$ cat src/rtl/gray_pkg.sv
// gray_pkg: shared Gray-code helpers for the Gray-pointer FIFO controller.
// Helpers work on a wide zero-extended word. Callers cast their W-bit pointers
// up to gray_word_t and the result back down to W bits. Leading zeros are
// preserved by both conversions, so any width up to GRAY_MAX_W works unchanged.
package gray_pkg;

    localparam int GRAY_MAX_W = 32;

    typedef logic [GRAY_MAX_W-1:0] gray_word_t;

    // Binary to Gray: each bit is the XOR of itself and its upper neighbour.
    function automatic gray_word_t bin2gray(input gray_word_t b);
        return b ^ (b >> 1);
    endfunction

    // Gray to binary: each bit is the XOR of all Gray bits at or above it.
    function automatic gray_word_t gray2bin(input gray_word_t g);
        gray_word_t b;
        b = g;
        for (int i = 1; i < GRAY_MAX_W; i++) begin
            b = b ^ (g >> i);
        end
        return b;
    endfunction

    // Full compare for w-bit Gray pointers (w >= 2): the write pointer is a
    // full lap ahead when it matches the read pointer with its two MSBs flipped.
    function automatic logic gray_full(input gray_word_t wr_g,
                                       input gray_word_t rd_g,
                                       input int         w);
        gray_word_t mask;
        mask = gray_word_t'(2'b11) << (w - 2);
        return wr_g == (rd_g ^ mask);
    endfunction

endpackage : gray_pkg

$ cat src/rtl/gray_ptr.sv
// gray_ptr: W-bit pointer held as a binary register plus its registered Gray
// image. Clear wins over increment; the pointer wraps naturally at 2^W.
module gray_ptr
    import gray_pkg::*;
#(
    parameter int W = 4
) (
    input  logic         clk_i,
    input  logic         reset_i,
    input  logic         clear_i,
    input  logic         incr_i,
    output logic [W-1:0] bin_o,
    output logic [W-1:0] gray_o
);

    logic [W-1:0] bin_q;
    logic [W-1:0] bin_d;
    logic [W-1:0] gray_q;
    logic [W-1:0] gray_d;

    // Next pointer value and its Gray image, computed together so both
    // registers always hold a consistent pair.
    always_comb begin
        bin_d = bin_q;
        if (clear_i) begin
            bin_d = '0;
        end else if (incr_i) begin
            bin_d = bin_q + W'(1);
        end
        gray_d = W'(bin2gray(gray_word_t'(bin_d)));
    end

    // Pointer registers; asynchronous reset clears both images at once.
    always_ff @(posedge clk_i or posedge reset_i) begin
        if (reset_i) begin
            bin_q  <= '0;
            gray_q <= '0;
        end else begin
            bin_q  <= bin_d;
            gray_q <= gray_d;
        end
    end

    assign bin_o  = bin_q;
    assign gray_o = gray_q;

endmodule : gray_ptr

$ cat src/rtl/gray_fifo_ctrl.sv
// gray_fifo_ctrl: single-clock FIFO controller for an external 2^ADDR_W-entry
// array. Full/empty come from the registered Gray pointers, which are also
// exported so a dual-clock variant can synchronise them without change.
// Optional feature: define GRAY_FIFO_CTRL_COUNT_EN to add the count_o port.
module gray_fifo_ctrl
    import gray_pkg::*;
#(
    parameter int ADDR_W = 3
) (
    input  logic              clk_i,
    input  logic              reset_i,
    input  logic              flush_i,
    input  logic              wr_valid_i,
    output logic              wr_ready_o,
    output logic              wr_en_o,
    output logic [ADDR_W-1:0] wr_addr_o,
    output logic              rd_valid_o,
    input  logic              rd_ready_i,
    output logic [ADDR_W-1:0] rd_addr_o,
    output logic [ADDR_W:0]   wr_ptr_gray_o,
    output logic [ADDR_W:0]   rd_ptr_gray_o
`ifdef GRAY_FIFO_CTRL_COUNT_EN
    ,
    output logic [ADDR_W:0]   count_o
`endif
);

    localparam int PTR_W = ADDR_W + 1;

    logic [PTR_W-1:0] wr_bin;
    logic [PTR_W-1:0] wr_gray;
    logic [PTR_W-1:0] rd_bin;
    logic [PTR_W-1:0] rd_gray;
    logic             empty;
    logic             full;
    logic             wr_acc;
    logic             rd_acc;

    gray_ptr #(.W(PTR_W)) u_wr_ptr (
        .clk_i   (clk_i),
        .reset_i (reset_i),
        .clear_i (flush_i),
        .incr_i  (wr_acc),
        .bin_o   (wr_bin),
        .gray_o  (wr_gray)
    );

    gray_ptr #(.W(PTR_W)) u_rd_ptr (
        .clk_i   (clk_i),
        .reset_i (reset_i),
        .clear_i (flush_i),
        .incr_i  (rd_acc),
        .bin_o   (rd_bin),
        .gray_o  (rd_gray)
    );

    // Flags depend only on registered Gray pointers, so there is no input-to-flag path.
    always_comb begin
        empty = (wr_gray == rd_gray);
        full  = gray_full(gray_word_t'(wr_gray), gray_word_t'(rd_gray), PTR_W);
    end

    // Handshakes: flush suppresses both transfers even when the flags allow them.
    always_comb begin
        wr_acc = wr_valid_i & ~full  & ~flush_i;
        rd_acc = rd_ready_i & ~empty & ~flush_i;
    end

    assign wr_ready_o    = ~full;
    assign rd_valid_o    = ~empty;
    assign wr_en_o       = wr_acc;
    assign wr_addr_o     = wr_bin[ADDR_W-1:0];
    assign rd_addr_o     = rd_bin[ADDR_W-1:0];
    assign wr_ptr_gray_o = wr_gray;
    assign rd_ptr_gray_o = rd_gray;

`ifdef GRAY_FIFO_CTRL_COUNT_EN
    // Occupancy: the lap bit makes the modular difference span 0..2^ADDR_W.
    assign count_o = wr_bin - rd_bin;
`else
    // Lap bits are only consumed by the occupancy subtractor.
    logic unused_lap_bits;
    assign unused_lap_bits = wr_bin[ADDR_W] ^ rd_bin[ADDR_W];
`endif

endmodule : gray_fifo_ctrl
$ cat config.mk
export PLATFORM = sky130hd
export DESIGN_NAME = gray_fifo_ctrl
export DESIGN_NICKNAME = d
export VERILOG_FILES = /design/src/rtl/gray_pkg.sv /design/src/rtl/gray_ptr.sv /design/src/rtl/gray_fifo_ctrl.sv
export SDC_FILE = /design/constraint.sdc
export NUM_CORES = 1
export LEC_CHECK = 0
export ABC_AREA = 1
export CAP_MARGIN = 5
export CORE_MARGIN = 3
export CORE_UTILIZATION = 30
export DETAILED_ROUTE_END_ITERATION = 10
export HOLD_SLACK_MARGIN = 0.1
export SYNTH_ARGS = -nofsm -noshare
export SYNTH_HDL_FRONTEND = slang
export SYNTH_SLANG_ARGS = --single-unit
$ cat constraint.sdc
create_clock -name clk_i -period 3.3 [get_ports clk_i]
set_input_delay 0.66 -clock clk_i [delete_from_list [all_inputs] [get_ports clk_i]]
set_output_delay 0.66 -clock clk_i [all_outputs]
set_load 0.05 [all_outputs]
==> metrics, run 1 <==
status=finished, final reports clean; clock root buffer=clkbuf_4; min-delay src=u_wr_ptr.bin_o[0]; Total Routing Usage GR=between 10% and 20%; Post-Synthesis Cells=approximately 120; Routed wire per std cell=about 10 microns; worst skew pair latency=roughly 0.27 ns; Post-synth ARST share=100%; top-area cell type share of the netlist area=between 30% and 40%; Int Pwr=around 0.00034 W; Max Root-Sink Buffers=2; Final #Nets=roughly 150; vias per cell=roughly 4.5; slowest cell delay on critical path=roughly 0.82 ns; antenna-violating nets left=0; most used cell, CP=nand2_1; worst hold-check path type=flop to flop; CTS buffer count=3; worst vdd ir=411 uV; crit-path cells=inv_2 -> nand2_1 -> nand2_1 -> nor2_2 -> nand2_2 -> clkdlybuf4s50_1; full die area=around 3700 sq um; detailed-route DRC error count=0; clk sinks=14; max-slew violations=0; Final Hold Fails=0; Setup crit end kind=output port; reg2reg start=u_wr_ptr.gray_o[0]; net switching power=between 0.0002 and 0.0003 W; combinational power share=about half; H-tree depth=1; register area share after synthesis=about two fifths; fin crit share=between 70% and 80%; Die W=a little over 60 microns; CP required=about 2.6 ns; Post-synth top cells=41 x nand2_1, 15 x inv_1, 14 x dfrtp_1, 12 x nand3_1, 9 x nand2_2; Worst R2R End=u_rd_ptr.gray_o[0]; # rows=19; Filler cells=282; Die Span Y=60.5 microns; WHS=slightly below 0.7 ns; Hold Path Sink=u_wr_ptr.bin_o[0]; first-pass GRT wire length=3060 microns; Worst path slowest cell=clkdlybuf4s50_1; DR vias=approximately 800; TNS Setup=0 ns; First-pass DRT Iterations=4; Critical Path Start Type=flop; Fin Clk Skew=roughly 0.0086 ns; top_reg_cell synth=dfrtp_1; Routed WL=1740 microns; largest fanout on the critical path=7; largest net degree at the start of global routing=15; Worst Hold Depth=3; Sw Share=between 40% and 50%; Ys Warns=0; Cell Area, Synth=just under 900 sq um; EDFF count, synth=0; Core Footprint=roughly 2800 sq um; IO Pins=22; clock network power share=about 15%; vias in the first global route=between 700 and 800; Worst Tran Pin Value=0.525 ns; power per standard cell area=between 500 and 600 nW/um^2; count of cell types in the netlist=17; Post-CTS Setup Bufs=0; # setup viols final=0; max-cap viol count=0; register bit total from synthesis=14; Arr. time, crit path=approximately 1.9 ns; crit path kind=flop to output port; CTS tree=yes; antenna violations before repair=0; Worst-path clk slew=approximately 0.08 ns; Starting DRT DRC Count=21; count leader, synth=nand2_1; number of antenna diodes=0; reg2reg setup slack=between 1.5 and 2 ns; synthesized net count=about 130; synth top area cells=dfrtp_1 39%, nand2_1 17%, nand3_1 6.8%; Max Fclk=~0.4 GHz; GRT overflow=0; RSZ-0062 raised after global routing=false; Yosys top cell by area=dfrtp_1; Layout area overhead=29.4%; DP HPWL=1440 microns; hold_buf cts=0; Tmin final=between 2 and 3 ns; port bufs=21; Post-CTS Resized=0; Mean Syn Cell Area=around 7.3 sq um; Initial Util=a little under a third; P_leak=~0.57 nW; worst r2r path cells=11; RePlAce Congestion=approximately 0.86; share of cells above drive strength 1=20.0%; sequential share of power=33.8%; Rel. slew slack=65.0%
==> cells in the final DEF, fill, tap and decap left out, drive strengths merged <==
| cell | instances |
|---|---|
| nand2 | 52 |
| buf | 1 |
| clkbuf | 3 |
| nand3 | 12 |
| clkdlybuf4s50 | 20 |
| nand3b | 1 |
| inv | 19 |
| nor2 | 14 |
| ha | 2 |
| dfrtp | 14 |
| nand4 | 4 |
| xor2 | 1 |
| nor3 | 1 |
| clkinv | 1 |
==> how the worst max path moves through the flow <==
stage,depth (start not counted),endpoint,from
after floorplan,6,wr_en_o,u_rd_ptr.gray_o[1]
after global placement,4,wr_en_o,wr_valid_i
after detailed placement,4,wr_en_o,wr_valid_i
after CTS,6,rd_valid_o,u_rd_ptr.bin_o[3]
after global routing,6,rd_valid_o,u_wr_ptr.gray_o[0]
final,6,rd_valid_o,u_rd_ptr.bin_o[3]
==> power by group through the flow <==
stage / registers (W) / logic [W] / clock network (W)
6_report: 0.000212 / 0.000323 / 0.0000920
5_1_grt: 0.000217 / 0.000349 / 0.000103
4_1_cts: 0.000212 / 0.000326 / 0.0000957
3_5_place_dp: 0.000216 / 0.000324 / 0
3_3_place_gp: 0.000215 / 0.000323 / 0
2_1_floorplan: 0.000294 / 0.000153 / 0
==> metrics by stage <==
| step | util, % | worst slack, ns | std cells | total power (W) | cell area, sq um |
|---|---|---|---|---|---|
| floorplan | - | 0.812 | 122 | 0.000447 | 890 |
| global route | 41.4 | 0.617 | 176 | 0.000669 | 1150 |
| CTS | 41.4 | 0.709 | 176 | 0.000634 | 1150 |
| global placement | 40.6 | 0.984 | 173 | 0.000538 | 1130 |
| finish | 41.4 | 0.727 | 176 | 0.000627 | 1150 |
| detailed placement | 40.6 | 0.979 | 173 | 0.000540 | 1130 |
==> registers in the layout, indices dropped and copies added (netlist names) <==
| register | flops |
|---|---|
| u_rd_ptr.bin_o | 4 |
| u_rd_ptr.gray_o | 3 |
| u_wr_ptr.bin_o | 4 |
| u_wr_ptr.gray_o | 3 |
==> worst max-delay path, delay by kind of cell (launching register included) <==
family | cells | cell delay, ns
flip-flops | 1 | 0.43
AND/OR/NAND/NOR | 4 | 0.29
buffers and inverters | 2 | 0.91
==> layer usage <==
layer	vias to the layer above	global-route usage, %	wire [microns]
met5	-	0	0
met4	0	4.02	29
met3	4	3.19	130
met2	25	17.7	788
met1	347	14.6	795
li1	421	-	-
==> final cells by class <==
cell class | count | area (sq um) | share of cell area (%)
multi-input combinational | 87 | 457 | 39.7
timing repair buffer | 21 | 208 | 18.0
clock buffer | 3 | 22.5 | 1.96
sequential | 14 | 350 | 30.4
inverter | 20 | 75.1 | 6.52
tap | 31 | 38.8 | 3.37
==> kinds of logic after synthesis <==
family / count (synthesis) / share of synthesized area (%)
adder cells (fa/ha/maj): 2 / 2.81
flip-flops: 14 / 39.4
buffers and inverters: 21 / 9.28
XOR/XNOR: 1 / 1.83
AND/OR/NAND/NOR: 84 / 46.7
No activity file was read; power rests on OpenSTA's default activity.
==> run 2, diff against run 1 <==
Clock period 3.3 ns to 2.15 ns, I/O delays scaled along.
==> metrics, run 2 (same netlist as run 1, synthesis figures left out) <==
largest net degree at the start of global routing=15 (unchanged); Int Pwr=0.000584 W (was 0.000338 W); P_leak=0.587 nW (was 0.567 nW); crit-path cells=clkdlybuf4s50_1 (was inv_2 -> nand2_1 -> nand2_1 -> nor2_2 -> nand2_2 -> clkdlybuf4s50_1); worst r2r path cells=9 (was 11); max-slew violations=0 (unchanged); status=finished, final reports clean (unchanged); Worst Path Buf+Inv=1 (was 2); vias per cell=4.54 (was 4.53); slowest cell delay on critical path=0.83 ns (was 0.82 ns); first-pass GRT wire length=3280 microns (was 3060 microns); DP HPWL=1530 microns (was 1440 microns); number of antenna diodes=0 (unchanged); Max Fclk=0.502 GHz; power per standard cell area=883 nW/um^2 (was 545 nW/um^2); worst hold-check path type=primary input to async pin (was flop to flop); port bufs=21 (unchanged); Layout area overhead=34.3% (was 29.4%); DR vias=809 (was 797); antenna violations before repair=0 (unchanged); Core Footprint=2780 sq um (unchanged); reg2reg start=u_rd_ptr.gray_o[1] (was u_wr_ptr.gray_o[0]); most frequent cells in the layout=41 x nand2_1, 18 x clkdlybuf4s50_1, 15 x inv_1 (was 41 x nand2_1, 20 x clkdlybuf4s50_1, 15 x inv_1); Max Root-Sink Buffers=2 (unchanged); GRT overflow=0 (unchanged); Worst-path clk slew=0.10 ns (was 0.08 ns); full die area=3650 sq um (unchanged); clock root buffer=clkbuf_4 (unchanged); critical path's top delay family=buffers and inverters (unchanged); antenna-violating nets left=0 (unchanged); fin cells=178 (was 176); fin crit share=a little over 90%; # setup viols final=0 (unchanged); RSZ-0062 raised after global routing=false (unchanged); net switching power=0.000471 W (was 0.000289 W); CTS buffer count=3 (unchanged); hold_buf cts=0 (unchanged); largest fanout on the critical path=5 (was 7); First-pass DRT Iterations=4 (unchanged); worst vdd ir=724 uV (was 411 uV); Total Routing Usage GR=12.1% (was 11.2%); Die W=60.5 microns (unchanged); reg2reg setup slack=0.66 ns (was 1.82 ns); DP Cell Count=174 (was 173); detailed-route DRC error count=0 (unchanged); worst skew pair latency=0.28 ns (was 0.27 ns); Routed WL=1950 microns (was 1740 microns); CP required=1.72 ns (was 2.64 ns); Worst R2R End=u_rd_ptr.gray_o[0] (unchanged); Starting DRT DRC Count=22 (was 21); H-tree depth=1 (unchanged); Sw Share=44.6% (was 46.1%); Post-CTS Setup Bufs=0 (unchanged); RePlAce Congestion=0.839 (was 0.864); Arr. time, crit path=1.56 ns (was 1.91 ns); vias in the first global route=743 (was 736); clock network power share=18.2% (was 14.7%); max-cap viol count=0 (unchanged); Initial Util=32.0% (unchanged); Die Span Y=60.5 microns (unchanged); commonest non-fill, non-tap cell in the layout=nand2_1 (unchanged); combinational power share=50.7% (was 51.5%); CTS tree=yes (unchanged); TNS Setup=0 ns (unchanged); IO Pins=22 (unchanged); Critical Path Start Type=flop (unchanged); Tmin final=about 2.0 ns; Rel. slew slack=63.5% (was 65.0%); # rows=19 (unchanged); Routed wire per std cell=11.0 microns (was 9.91 microns); share of cells above drive strength 1=23.1% (was 20.0%); Setup crit end kind=output port (unchanged); Worst path slowest cell=clkdlybuf4s50_1 (unchanged); Fin Clk Skew=0.00995 ns (was 0.00862 ns); crit path kind=flop to output port (unchanged); Final Hold Fails=0 (unchanged); Worst Tran Pin Value=0.547 ns (was 0.525 ns); clk sinks=14 (unchanged); Final #Nets=155 (was 154); sequential share of power=31.1% (was 33.8%); Post-CTS Resized=0 (unchanged)
run 2: layer usage:
metal | track usage (%) | part of all wire, % | vias up
met1 | 16.8 | 48 | 360
met5 | 0 | 0 | -
met3 | 2.13 | 5.1 | 4
li1 | - | - | 426
met2 | 18.2 | 45 | 19
met4 | 5.57 | 1.7 | 0
run 2: power by group through the flow:
| stage | Sequential, W | Combinational (W) | Clock, W |
|---|---|---|---|
| after floorplan | 0.000451 | 0.000235 | 0 |
| after global routing | 0.000334 | 0.000572 | 0.000208 |
| after CTS | 0.000328 | 0.000541 | 0.000195 |
| final | 0.000328 | 0.000535 | 0.000192 |
| after detailed placement | 0.000333 | 0.000538 | 0 |
| after global placement | 0.000331 | 0.000539 | 0 |
run 2: layout make-up:
type / count / area (sq um)
Clock buffer: 4 / 36.3
Fill cell: 295 / 1590
Inverter: 20 / 75.1
Timing Repair Buffer: 22 / 235
Tap cell: 31 / 38.8
Sequential cell: 14 / 350
Multi-Input combinational cell: 87 / 459
run 2: through the flow:
stage / power, W / cell area, sq um / utilization (%) / worst slack [ns] / hold WS, ns
2_1_floorplan: 0.000687 / 892 / - / 0.119 / 0.319
3_3_place_gp: 0.000870 / 1160 / 41.7 / 0.393 / 0.660
3_5_place_dp: 0.000871 / 1160 / 41.7 / 0.403 / 0.651
4_1_cts: 0.00106 / 1190 / 43.0 / 0.148 / 0.518
5_1_grt: 0.00111 / 1190 / 43.0 / 0.110 / 0.528
6_report: 0.00105 / 1190 / 43.0 / 0.158 / 0.479
run 2: worst reg2reg max path, stage by stage, from the launching register on:
cell and delay [ns]:
dfrtp_1 0.42, nor2_1 0.12, nor2_1 0.06, nor2_2 0.17, nand2_2 0.16, nand2_2 0.12
xor2_2 0.17, inv_1 0.07, nand2_1 0.06, nand2_1 0.06
run 2: worst max path at each step:
stage / startpoint / to / slack [ns] / depth (start not counted)
floorplan: u_rd_ptr.gray_o[1] / wr_en_o / 0.12 / 6
global route: u_wr_ptr.bin_o[3] / wr_ptr_gray_o[3] / 0.11 / 1
detailed placement: flush_i / wr_en_o / 0.40 / 3
CTS: u_rd_ptr.bin_o[3] / rd_ptr_gray_o[3] / 0.15 / 1
finish: u_rd_ptr.bin_o[3] / rd_ptr_gray_o[3] / 0.16 / 1
global placement: wr_valid_i / wr_en_o / 0.39 / 4
==> variant, RTL diff (settings of run 2) <==
Add a define of `GRAY_FIFO_CTRL_COUNT_EN`.
--- a/src/rtl/gray_fifo_ctrl.sv
+++ b/src/rtl/gray_fifo_ctrl.sv
@@ -2,6 +2,8 @@
 // array. Full/empty come from the registered Gray pointers, which are also
 // exported so a dual-clock variant can synchronise them without change.
 // Optional feature: define GRAY_FIFO_CTRL_COUNT_EN to add the count_o port.
+`define GRAY_FIFO_CTRL_COUNT_EN
+
 module gray_fifo_ctrl
     import gray_pkg::*;
 #(
Behaviour (old outputs only; new: count_o): unchanged (Yosys induction, for registers that start in step).
==> variant against run 2 <==
Power increased by 22%; design area up 19%; setup slack got worse by 0.089 ns; via count is 18% higher; wire length is 23% higher; critical path depth grew 3; hold slack improved by 0.013 ns; sequential cell count stayed put; area after synthesis grew 7.7%; critical endpoint is now count_o[2]; largest cell class unchanged.
==> variant: results (changes against run 2) <==
<table>
<tr><th>Metric</th><th>Value</th></tr>
<tr><th colspan="2">Status</th></tr>
<tr><td>Status</td><td>finished clean</td></tr>
<tr><th colspan="2">Critical path</th></tr>
<tr><td>Critical path data arrival time</td><td>1.65 ns (+0.09 ns)</td></tr>
<tr><td>Launch instance of the worst register-to-register path</td><td>u_wr_ptr.bin_o[3]</td></tr>
<tr><td>Setup slack on the worst flop-to-flop path</td><td>0.64 ns (-0.02 ns)</td></tr>
<tr><td>Register-to-Register Path Depth</td><td>11 (+2)</td></tr>
<tr><td>Critical register-to-register path endpoint</td><td>u_wr_ptr.gray_o[1]</td></tr>
<tr><th colspan="2">Pwr</th></tr>
<tr><td>Switching Fraction</td><td>0.473 (+0.0272)</td></tr>
<tr><td>Maximum VDD drop</td><td>402 uV (-44%)</td></tr>
<tr><td>Share of total power in the clock network</td><td>0.123 (-0.059)</td></tr>
<tr><th colspan="2">Cells and area</th></tr>
<tr><td>Layout cell share with drive strength beyond 1</td><td>0.274 (+0.0431)</td></tr>
<tr><td>Multi-input combinational cell area</td><td>582 um^2 (+27%)</td></tr>
<tr><td>Fill cell instance count of the final layout</td><td>304 (+3.1%)</td></tr>
<tr><td>Post-layout net count</td><td>176 (+14%)</td></tr>
<tr><td>Multi-input gates</td><td>97 (+11%)</td></tr>
<tr><td>Seq Cell Count</td><td>14 (unchanged)</td></tr>
<tr><th colspan="2">Yosys</th></tr>
<tr><td>Sequential area share after synthesis</td><td>0.366 (-0.0283)</td></tr>
<tr><td>Most used standard cells in the synthesized netlist</td><td>sky130_fd_sc_hd__nand2_1 (48), sky130_fd_sc_hd__inv_1 (19), sky130_fd_sc_hd__dfrtp_1 (14), sky130_fd_sc_hd__nand3_1 (10)</td></tr>
<tr><th colspan="2">GRT</th></tr>
<tr><td>All-layer global routing usage</td><td>0.135 (+0.0149)</td></tr>
<tr><td>Met3 track demand over resource</td><td>0.0234 (+0.00210)</td></tr>
<tr><td>First-pass GRT wire length</td><td>4.24 mm (+29%)</td></tr>
<tr><th colspan="2">Floorplan</th></tr>
<tr><td>TAP cells</td><td>42 (+35%)</td></tr>
<tr><th colspan="2">CTS</th></tr>
<tr><td>Post-cts repair resize count</td><td>4 (+4)</td></tr>
<tr><td>Number of setup buffers added after CTS</td><td>2 (+2)</td></tr>
<tr><th colspan="2">Detailed routing</th></tr>
<tr><td>Total vias in the final route</td><td>958 (+18%)</td></tr>
<tr><td>Ratio of routed vias to standard cells</td><td>4.65 (+2.3%)</td></tr>
<tr><th colspan="2">Place</th></tr>
<tr><td>Routability congestion estimate</td><td>0.841 (+0.33%)</td></tr>
</table>
variant: cell types whose count changed after synthesis, sizes merged, moves of 2 or more:
cell | before | now
nand3 | 12 | 10
ha | 2 | 5
nand2 | 52 | 55
inv | 19 | 21
variant: worst min-delay path by stage:
stage	slack, ns	depth (start not counted)	to
2_1_floorplan	0.32	1	u_rd_ptr.bin_o[0]
3_3_place_gp	0.63	3	u_wr_ptr.bin_o[0]
3_5_place_dp	0.65	3	u_wr_ptr.bin_o[0]
4_1_cts	0.50	2	u_wr_ptr.bin_o[1]
5_1_grt	0.54	2	u_wr_ptr.gray_o[0]
6_report	0.49	2	u_wr_ptr.bin_o[1]
variant: kinds of logic (layout without fill, tap and decap cells):
group,Yosys count,after routing,synth area share
simple gates,87,87,0.437
xor+xnor,2,2,0.0183
flops,14,14,0.366
buf+inv,21,53,0.0823
fa+ha+maj,6,6,0.0862
compound gates,2,2,0.0104
